File: src/rtl/inst_encoder.sv
// RV32I instruction word assembler: packs individual fields per format into a
// 32-bit word and buffers it in a small valid/ready output FIFO.
module inst_encoder #(
  parameter int DEPTH = 4
) (
  input  logic                     clk,
  input  logic                     rst,
  input  logic                     in_valid,
  output logic                     in_ready,
  input  logic [2:0]               in_fmt,
  input  logic [6:0]               in_opcode,
  input  logic [2:0]               in_funct3,
  input  logic [6:0]               in_funct7,
  input  logic [4:0]               in_rd,
  input  logic [4:0]               in_rs1,
  input  logic [4:0]               in_rs2,
  input  logic [31:0]              in_imm,
  output logic                     out_valid,
  input  logic                     out_ready,
  output logic [31:0]              out_inst,
  output logic [$clog2(DEPTH):0]   out_count,
  output logic                     err_fmt
);

  localparam int AW = $clog2(DEPTH);
  localparam int CW = AW + 1;

  typedef enum logic [2:0] {
    FMT_R = 3'd0,
    FMT_I = 3'd1,
    FMT_S = 3'd2,
    FMT_B = 3'd3,
    FMT_U = 3'd4,
    FMT_J = 3'd5
  } fmt_e;

  logic [31:0]   r_mem [DEPTH];
  logic [AW-1:0] r_wr_ptr;
  logic [AW-1:0] r_rd_ptr;
  logic [CW-1:0] r_count;
  logic          r_err_fmt;

  logic          w_accept;
  logic          w_legal;
  logic          w_push;
  logic          w_pop;
  logic [31:0]   w_word;

  assign in_ready  = (r_count != CW'(DEPTH));
  assign out_valid = (r_count != '0);
  assign out_inst  = out_valid ? r_mem[r_rd_ptr] : 32'h0;
  assign out_count = r_count;
  assign err_fmt   = r_err_fmt;

  assign w_accept  = in_valid && in_ready;
  assign w_legal   = (in_fmt <= 3'd5);
  assign w_push    = w_accept && w_legal;
  assign w_pop     = out_valid && out_ready;

  always_comb begin
    w_word = 32'h0;
    case (in_fmt)
      FMT_R: w_word = {in_funct7, in_rs2, in_rs1, in_funct3, in_rd, in_opcode};
      FMT_I: w_word = {in_imm[11:0], in_rs1, in_funct3, in_rd, in_opcode};
      FMT_S: w_word = {in_imm[11:5], in_rs2, in_rs1, in_funct3, in_imm[4:0], in_opcode};
      FMT_B: w_word = {in_imm[12], in_imm[10:5], in_rs2, in_rs1, in_funct3,
                       in_imm[4:1], in_imm[11], in_opcode};
      FMT_U: w_word = {in_imm[31:12], in_rd, in_opcode};
      FMT_J: w_word = {in_imm[20], in_imm[10:1], in_imm[11], in_imm[19:12],
                       in_rd, in_opcode};
      default: w_word = 32'h0;
    endcase
  end

  // Storage carries no reset; occupancy alone decides what is visible.
  always_ff @(posedge clk) begin
    if (w_push && !rst) begin
      r_mem[r_wr_ptr] <= w_word;
    end
  end

  always_ff @(posedge clk) begin
    if (rst) begin
      r_wr_ptr  <= '0;
      r_rd_ptr  <= '0;
      r_count   <= '0;
      r_err_fmt <= 1'b0;
    end else begin
      r_err_fmt <= w_accept && !w_legal;
      if (w_push) begin
        r_wr_ptr <= r_wr_ptr + AW'(1);
      end
      if (w_pop) begin
        r_rd_ptr <= r_rd_ptr + AW'(1);
      end
      case ({w_push, w_pop})
        2'b10:   r_count <= r_count + CW'(1);
        2'b01:   r_count <= r_count - CW'(1);
        default: r_count <= r_count;
      endcase
    end
  end

endmodule

File: config.mk
export PLATFORM = sky130hd
export DESIGN_NAME = inst_encoder
export DESIGN_NICKNAME = d
export VERILOG_FILES = /design/src/rtl/inst_encoder.sv
export SDC_FILE = /design/constraint.sdc
export NUM_CORES = 1
export LEC_CHECK = 0
export ABC_AREA = 0
export CAP_MARGIN = 10
export CELL_PAD_IN_SITES_DETAIL_PLACEMENT = 0
export CELL_PAD_IN_SITES_GLOBAL_PLACEMENT = 1
export CORE_ASPECT_RATIO = 0.75
export CORE_MARGIN = 8
export CORE_UTILIZATION = 30
export DETAILED_ROUTE_END_ITERATION = 7
export PLACE_DENSITY = 0.55
export SETUP_SLACK_MARGIN = 0.05
export SYNTH_ARGS = -nofsm -noshare
export SYNTH_HDL_FRONTEND = slang
export SYNTH_SLANG_ARGS = --single-unit
File: constraint.sdc
create_clock -name clk -period 2.6 [get_ports clk]
set_input_delay 0.52 -clock clk [delete_from_list [all_inputs] [get_ports clk]]
set_output_delay 0.52 -clock clk [all_outputs]
set_load 0.02 [all_outputs]
-- After elaboration in Yosys (flattened, before gate mapping)
Memory sizes are Yosys's and may differ from the RTL's. A register that Yosys moved wholly into a read port is not among the register bits.
Index checks and enable logic that the tools add are counted.
- bits in writable memories: 128
- output and inout port bits: 38
- register bits after elaboration: 8
- input port bits: 71
- memories: 1
- logic and storage cells: 35
- memory list (memory ; words ; width ; read ports ; clocked after Yosys merged registers in ; write ports ; RTL line ; text):
    r_mem ; 4 ; 32 ; 1 ; 1 ; 1 ; 37 ; logic [31:0] r_mem [DEPTH];
- add/sub/neg operators: 4
- mux-type cells: 7
- equal/unequal tests: 8
- $lt $le $gt $ge: 1
- reduce and logical (&&, ||, !) cells: 10
- operators with widths (operator ; count):
    case mux 32 bit (6 select lines) ; 1
    two-way mux 32 bit ; 1
    equality test 3 x 2 -> 1 bit (second input constant) ; 2
    equality test 3 bit (second input constant) ; 2
    case mux 3 bit (2 select lines) ; 1
    logical AND 1 bit ; 5
    adder 2 x 1 -> 2 bit (second input constant) ; 2
    two-way mux 2 bit ; 2
    adder 3 x 1 -> 3 bit (second input constant) ; 1
    equality test 3 x 1 -> 1 bit (second input constant) ; 1
    less-or-equal comparator 3 bit (second input constant) ; 1
    zero test 3 bit ; 1
    inequality test 3 bit (second input constant) ; 1
    nonzero test 3 bit ; 1
    subtractor 3 x 1 -> 3 bit (second input constant) ; 1
    equality test 2 x 1 -> 1 bit (second input constant) ; 1
    equality test 2 bit (second input constant) ; 1
    zero test 1 bit ; 2
    two-way mux 1 bit ; 2
    nonzero test 2 bit ; 1

-- Logic depth before layout (Yosys ltp)
Gate-level depths: netlist (run 1).
- word-level depth: 6
- gate-level depth with buffers: 10
- gate-level depth less buffers: 9

-- Least setup slack after synthesis (run 1)
Ideal clock, no wire load.
- path kind: register to register
- from: register r_count[2] (netlist: out_count[2])
- to: register r_count[2] (netlist: out_count[2])
- data required time: 2.530 ns
- path buffers: 0
- data arrival time: 2.465 ns
- cell stages (with the launch flop): 10
- period minus slack after synthesis: 2.535 ns
- setup slack: 0.065 ns
- setup time: 0.070 ns
- cell sequence: dfxtp_1 -> or3b_4 -> and3_4 -> inv_1 -> ha_1 -> inv_1 -> fa_1 -> xor2_1 -> or3_2 -> a21oi_1
- longest elaborated chain between the ends: 5
- elaborated cells on any way between the ends: 11
- classes of those cells: add/sub (2); eq/ne (3); mux (1); reduce/logical (5)
- ends and longest elaborated chain (item ; RTL line ; text):
    start: declaration ; 40 ; logic [CW-1:0] r_count;
    start signal: assignment ; 97 ; 2'b10: r_count <= r_count + CW'(1);
    start signal: assignment ; 98 ; 2'b01: r_count <= r_count - CW'(1);
    start signal: assignment ; 99 ; default: r_count <= r_count;
    inequality test 3 bit * ; 49 ; assign in_ready = (r_count != CW'(DEPTH));
    net in_ready ; 9 ; output logic in_ready,
    logical AND 1 bit * ; 55 ; assign w_accept = in_valid && in_ready;
    logical AND 1 bit * ; 57 ; assign w_push = w_accept && w_legal;
    equality test 2 x 1 -> 1 bit or equality test 2 bit (tied branches) ; 96 ; case ({w_push, w_pop})
    case mux 3 bit (2 select lines) or nonzero test 2 bit (tied branches) ; -- ;
The timed path passes the listed nets; every way through them passes the cells marked *.
A chain may end at the register's enable or synchronous reset.

==> impl_metrics.json, run 1 <==
{
  "rr_endpoint": "out_count[2]$_SDFFE_PP0P_",
  "ctsLongestPathBuffers": 2,
  "hold_buffers": 0,
  "setup_viol": 0,
  "cap_violations": 0,
  "synth_seq_cells": 138,
  "startpoint_type": "flip-flop",
  "tns_ns": 0,
  "port_buffers": 108,
  "cts_tree": "yes",
  "p_leak_nw": 2.899,
  "dp_hpwl_um": 9831,
  "slowest_delay_ns": 0.50,
  "clock_latency_ns": 0.41,
  "rows": 44,
  "status": "finished, final reports clean",
  "layout-drive-gt1-share_pct": 24.23,
  "numCtsBuffers": 17,
  "timing.rr.start": "out_count[1]$_SDFFE_PP0P_",
  "dieHeight_um": 138.0,
  "worst_path_most_repeated_cell": "buf_12",
  "grt_setup_unrepaired": "yes",
  "grtUsageTotal_pct": 12.19,
  "via_per_inst": 4.485,
  "wl_per_cell_um": 18.90,
  "antenna_found_initial": 0,
  "synth_nets": 440,
  "ir_drop_mv": 0.3754,
  "setup.worst_path.end": "out_inst[24]",
  "end_kind": "primary output",
  "die_w_um": 178.7,
  "clock_skew_ns": 0.006300,
  "num_antenna_cells": 0,
  "finalCritPeriodShare_pct": 95.21,
  "yosys.area.top_type": "edfxtp_1",
  "cp_slowest_cell": "mux4_2",
  "finalCoreUtilization_pct": 42.02,
  "grt_pass1_vias": 3874,
  "synth_warnings": 0,
  "antenna_left": 0,
  "routed_wl_um": 14610,
  "drc_errors": 0,
  "start_util_pct": 30.64,
  "synth_edf_count": 128,
  "synth_commonest_cells": "edfxtp_1, nor2b_1, mux4_2",
  "avgSynthCellArea_um2": 16.40,
  "fin_ws_ns": 0.1245,
  "dieArea_um2": 24660,
  "hold_viol_final": 0,
  "post-synth-top-count-cell": "edfxtp_1",
  "fmax_ghz": 0.4040,
  "yosysTopAreaCellShare_pct": 64.55,
  "cts.sinks": 138,
  "num_vias": 3467,
  "p_per_area_nw_per_um2": 942.0,
  "p_total_mw": 7.691,
  "synth_cells": 363,
  "cts_root_buffer": "clkbuf_16",
  "place_congestion": 0.7438,
  "cp_max_fo": 9,
  "yosysUniqueCellTypes": 35,
  "core_um2": 19430,
  "ff2ff_path_depth": 9,
  "r2r_slack_ns": 0.17,
  "dp_worst_setup_slack_ns": -0.2021,
  "critical_path.top_delay_family": "buffers and inverters",
  "syn_area_um2": 5954,
  "path_buf_inv": 3,
  "relSlewSlack_pct": 36.39,
  "async_flop_share_pct": 0,
  "dr.pass1.iters": 6,
  "drt_iter0_drc": 186,
  "hp-class": "reg2reg",
  "grt_max_degree": 36,
  "overflow": 0,
  "ys.flop_type": "edfxtp_1",
  "clkSlewWorstSetupHoldPaths_ns": 0.06,
  "slew_violations": 0,
  "worstMarginPinSlew_ns": 0.9506,
  "finalNonFillerCells": 773,
  "nets": 584,
  "seq_area_frac_synth_pct": 67.91,
  "grt_pass1_wl_um": 22560,
  "path_class": "reg2out",
  "required_ns": 2.08,
  "path_cells": "buf_12 -> buf_12 -> mux4_2 -> nor2b_1 -> clkdlybuf4s15_2",
  "critical_path_arrival_ns": 1.96,
  "place_inst": 733,
  "synth_area_leaders": "edfxtp_1, mux4_2, nor2b_1",
  "ios": 109,
  "critical_path_depth": 5,
  "syn_to_final_growth_pct": 37.13,
  "htreeDepth": 4,
  "min_period_ns": 2.475
}
## final cells by class
type | count | area [µm²]
fillers | 1790 | 11270
flip-flops and latches | 138 | 4049
multi-input cells | 188 | 1764
repair buffers | 145 | 1389
clock buffers | 17 | 425.4
well taps | 253 | 316.6
clock inverters | 15 | 157.7
inverters | 17 | 63.81
## per-layer routing
layer  wire, µm  up-vias  GRT usage (%)
met2       6738       86          19.32
met1       6840     1698          15.64
met5          0        -              0
met4        118        0          3.257
li1           -     1672              -
met3        909       11          4.136
## state kept, by name (all words and copies together) (netlist names), named ones only
name / count
err_fmt: 1
out_count: 3
r_mem: 128
r_rd_ptr: 2
r_wr_ptr: 2
## what timing repair did
| action | CTS | global route |
|---|---|---|
| setup buffers | 3 | 4 |
| endpoints found under the setup margin | 30 | 17 |
| pin swaps | 0 | 1 |
| cloned | 0 | 1 |
| gates resized for setup | 60 | 13 |
## worst min path at each step
stage,from,to,slack (ns),cells past startpoint
final,r_rd_ptr[1]$_SDFFE_PP0P_,flip-flop,0.48,2
after global routing,r_rd_ptr[1]$_SDFFE_PP0P_,flip-flop,0.53,2
after detailed placement,r_rd_ptr[1]$_SDFFE_PP0P_,flip-flop,0.47,2
after global placement,r_rd_ptr[1]$_SDFFE_PP0P_,flip-flop,0.47,2
after floorplan,r_rd_ptr[1]$_SDFFE_PP0P_,flip-flop,0.46,2
after CTS,r_rd_ptr[1]$_SDFFE_PP0P_,flip-flop,0.48,2
## power by group
group	switching [mW]	leakage, nW	internal, mW
logic	1.41	1.36	1.28
registers	0.0623	1.25	2.58
clock network	0.874	0.282	1.49
## worst min-delay path: stages, from the launching register on
cell and delay, ns:
dfxtp_1 0.30, o21ai_0 0.06, a21oi_1 0.07
## cell usage in the layout (no fill, tap or decap), drive strengths merged, types with 4 or more instances in the layout
cell type,instances
nor2b,39
nor2,8
clkinv,10
mux2i,9
inv,17
buf,49
and2,11
nand2,18
clkbuf,20
a21oi,8
edfxtp,128
a22o,11
a22oi,4
dfxtp,10
mux4,32
dlygate4sd2,15
clkdlybuf4s50,76
ha,5
o21ai,22
## cells by family after synthesis
family | share of synthesized area [%]
DFF | 67.91
muxes | 14.25
xor gates and xnor gates | 0.4413
buffers and inverters | 2.648
and+or+nand+nor | 8.216
AOI/OAI and AO/OA | 5.148
adders and majority gates | 1.387
## metrics by stage
stage | hold slack (ns) | area, µm²
2_1_floorplan | 0.4591 | 5954
3_3_place_gp | 0.4741 | 7572
3_5_place_dp | 0.4741 | 7572
4_1_cts | 0.4845 | 8162
5_1_grt | 0.5263 | 8165
6_report | 0.4821 | 8165
No activity file was read; power rests on OpenSTA's default activity.
==> run 2, diff against run 1 <==
- CTS_CLUSTER_DIAMETER: unset -> 120
- DONT_BUFFER_PORTS: unset -> 1
- PLACE_DENSITY: 0.55 -> 0.47
==> impl_metrics.json, run 2 (synthesis results as in run 1) <==
{
  "timing.hold.ws_ns": 0.1761,
  "mostFrequentLayoutCell": "edfxtp_1",
  "min_period_ns": 2.409,
  "die_w_um": 178.7,
  "end_kind": "flip-flop",
  "dp_hpwl_um": 9508,
  "antenna_found_initial": 0,
  "ios": 109,
  "numCtsBuffers": 17,
  "overflow": 0,
  "required_ns": 2.94,
  "hp-class": "in2reg",
  "ir_drop_mv": 0.4056,
  "htreeDepth": 4,
  "syn_to_final_growth_pct": 19.21,
  "routed_wl_um": 14100,
  "status": "finished, final reports clean",
  "grt_pass1_vias": 3444,
  "relSlewSlack_pct": 40.68,
  "fin_ws_ns": 0.1914,
  "p_per_area_nw_per_um2": 1028,
  "post_dp_cell_area_um2": 6459,
  "finalNonFillerCells": 657,
  "dp_worst_setup_slack_ns": 0.2071,
  "cts.sinks": 138,
  "startpoint_type": "flip-flop",
  "ctsLongestPathBuffers": 2,
  "dieArea_um2": 24660,
  "grt_pass1_wl_um": 21260,
  "p_leak_nw": 2.373,
  "dieHeight_um": 138.0,
  "critical_path_arrival_ns": 2.75,
  "layout-drive-gt1-share_pct": 26.24,
  "grtUsageTotal_pct": 11.67,
  "place_congestion": 0.7030,
  "dr.pass1.iters": 4,
  "design_area_um2": 7098,
  "drt_iter0_drc": 166,
  "grt_max_degree": 36,
  "setup_viol": 0,
  "ctsResizeCount": 0,
  "cap_violations": 0,
  "start_util_pct": 30.64,
  "clock_skew_ns": 0.01291,
  "hold_viol_final": 0,
  "fmax_ghz": 0.4152,
  "num_vias": 3127,
  "cp_max_fo": 4,
  "rows": 44,
  "grt_setup_unrepaired": "no",
  "finalCritPeriodShare_pct": 92.64,
  "slew_violations": 0,
  "cts_root_buffer": "clkbuf_16",
  "port_buffers": 0,
  "clock_latency_ns": 0.41,
  "hold_buffers": 0,
  "largest_reg_flops": 128,
  "via_per_inst": 4.760,
  "nets": 468,
  "place_inst": 625,
  "r2r_slack_ns": 0.19,
  "layout_common_cells": "edfxtp_1, nor2b_1, mux4_2",
  "tns_ns": 0,
  "post_cts_buffers": 0,
  "path_class": "reg2reg",
  "antenna_left": 0,
  "top_register": "r_mem",
  "num_antenna_cells": 0,
  "cts_tree": "yes",
  "worstMarginPinSlew_ns": 0.8865,
  "drc_errors": 0,
  "wl_per_cell_um": 21.46,
  "core_um2": 19430,
  "clkSlewWorstSetupHoldPaths_ns": 0.06
}
[run 2: changes by cell type in the layout (fill, tap and decap cells not counted), sizes merged]
cell,change
clkdlybuf4s50,-76
inv,+5
clkbuf,-3
buf,-20
clkdlybuf4s15,-2
bufinv,+1
dlygate4sd2,-15
clkinv,-6
[run 2: critical path, stage by stage (launching register included)]
cell,delay [ns]
dfxtp_1,0.31
or3b_4,0.46
and3_4,0.23
inv_1,0.05
ha_1,0.17
inv_1,0.06
fa_1,0.37
xor2_1,0.16
or3_2,0.41
a21oi_1,0.14
[run 2: path summary, 6_finish.rpt]
check | startpoint | endpoint | cells past startpoint
max | out_count[0]$_SDFFE_PP0P_ | out_count[2]$_SDFFE_PP0P_ | 9
min | rst | r_rd_ptr[0]$_SDFFE_PP0P_ | 1
max reg2reg | out_count[0]$_SDFFE_PP0P_ | out_count[2]$_SDFFE_PP0P_ | 9
min reg2reg | r_rd_ptr[1]$_SDFFE_PP0P_ | flip-flop | 2
[run 2: per-layer routing]
layer | wire length (µm) | vias to the layer above | track usage [%]
met5 | 0 | - | 0
met4 | 98 | 0 | 3.778
met3 | 753 | 8 | 3.864
met2 | 6558 | 83 | 17.91
met1 | 6691 | 1587 | 15.27
li1 | - | 1449 | -
[run 2: where the power goes]
part / total (mW) / internal, mW / switching (mW)
Sequential: 2.62 / 2.57 / 0.0419
Combinational: 2.10 / 0.815 / 1.29
Clock: 2.58 / 1.63 / 0.950
[run 2: cell type report]
| class | count | area, µm² |
|---|---|---|
| repair buffers | 29 | 267.8 |
| clock inverters | 15 | 214.0 |
| well taps | 253 | 316.6 |
| clock buffers | 17 | 425.4 |
| flip-flops and latches | 138 | 4046 |
| fillers | 1820 | 12340 |
| multi-input cells | 188 | 1764 |
| inverters | 17 | 63.81 |
[run 2: metrics by stage]
stage | utilization (%) | power, mW
after floorplan | - | 4.163
after global placement | 33.23 | 4.822
after detailed placement | 33.23 | 4.827
after CTS | 36.52 | 7.434
after global routing | 36.52 | 7.649
final | 36.52 | 7.296
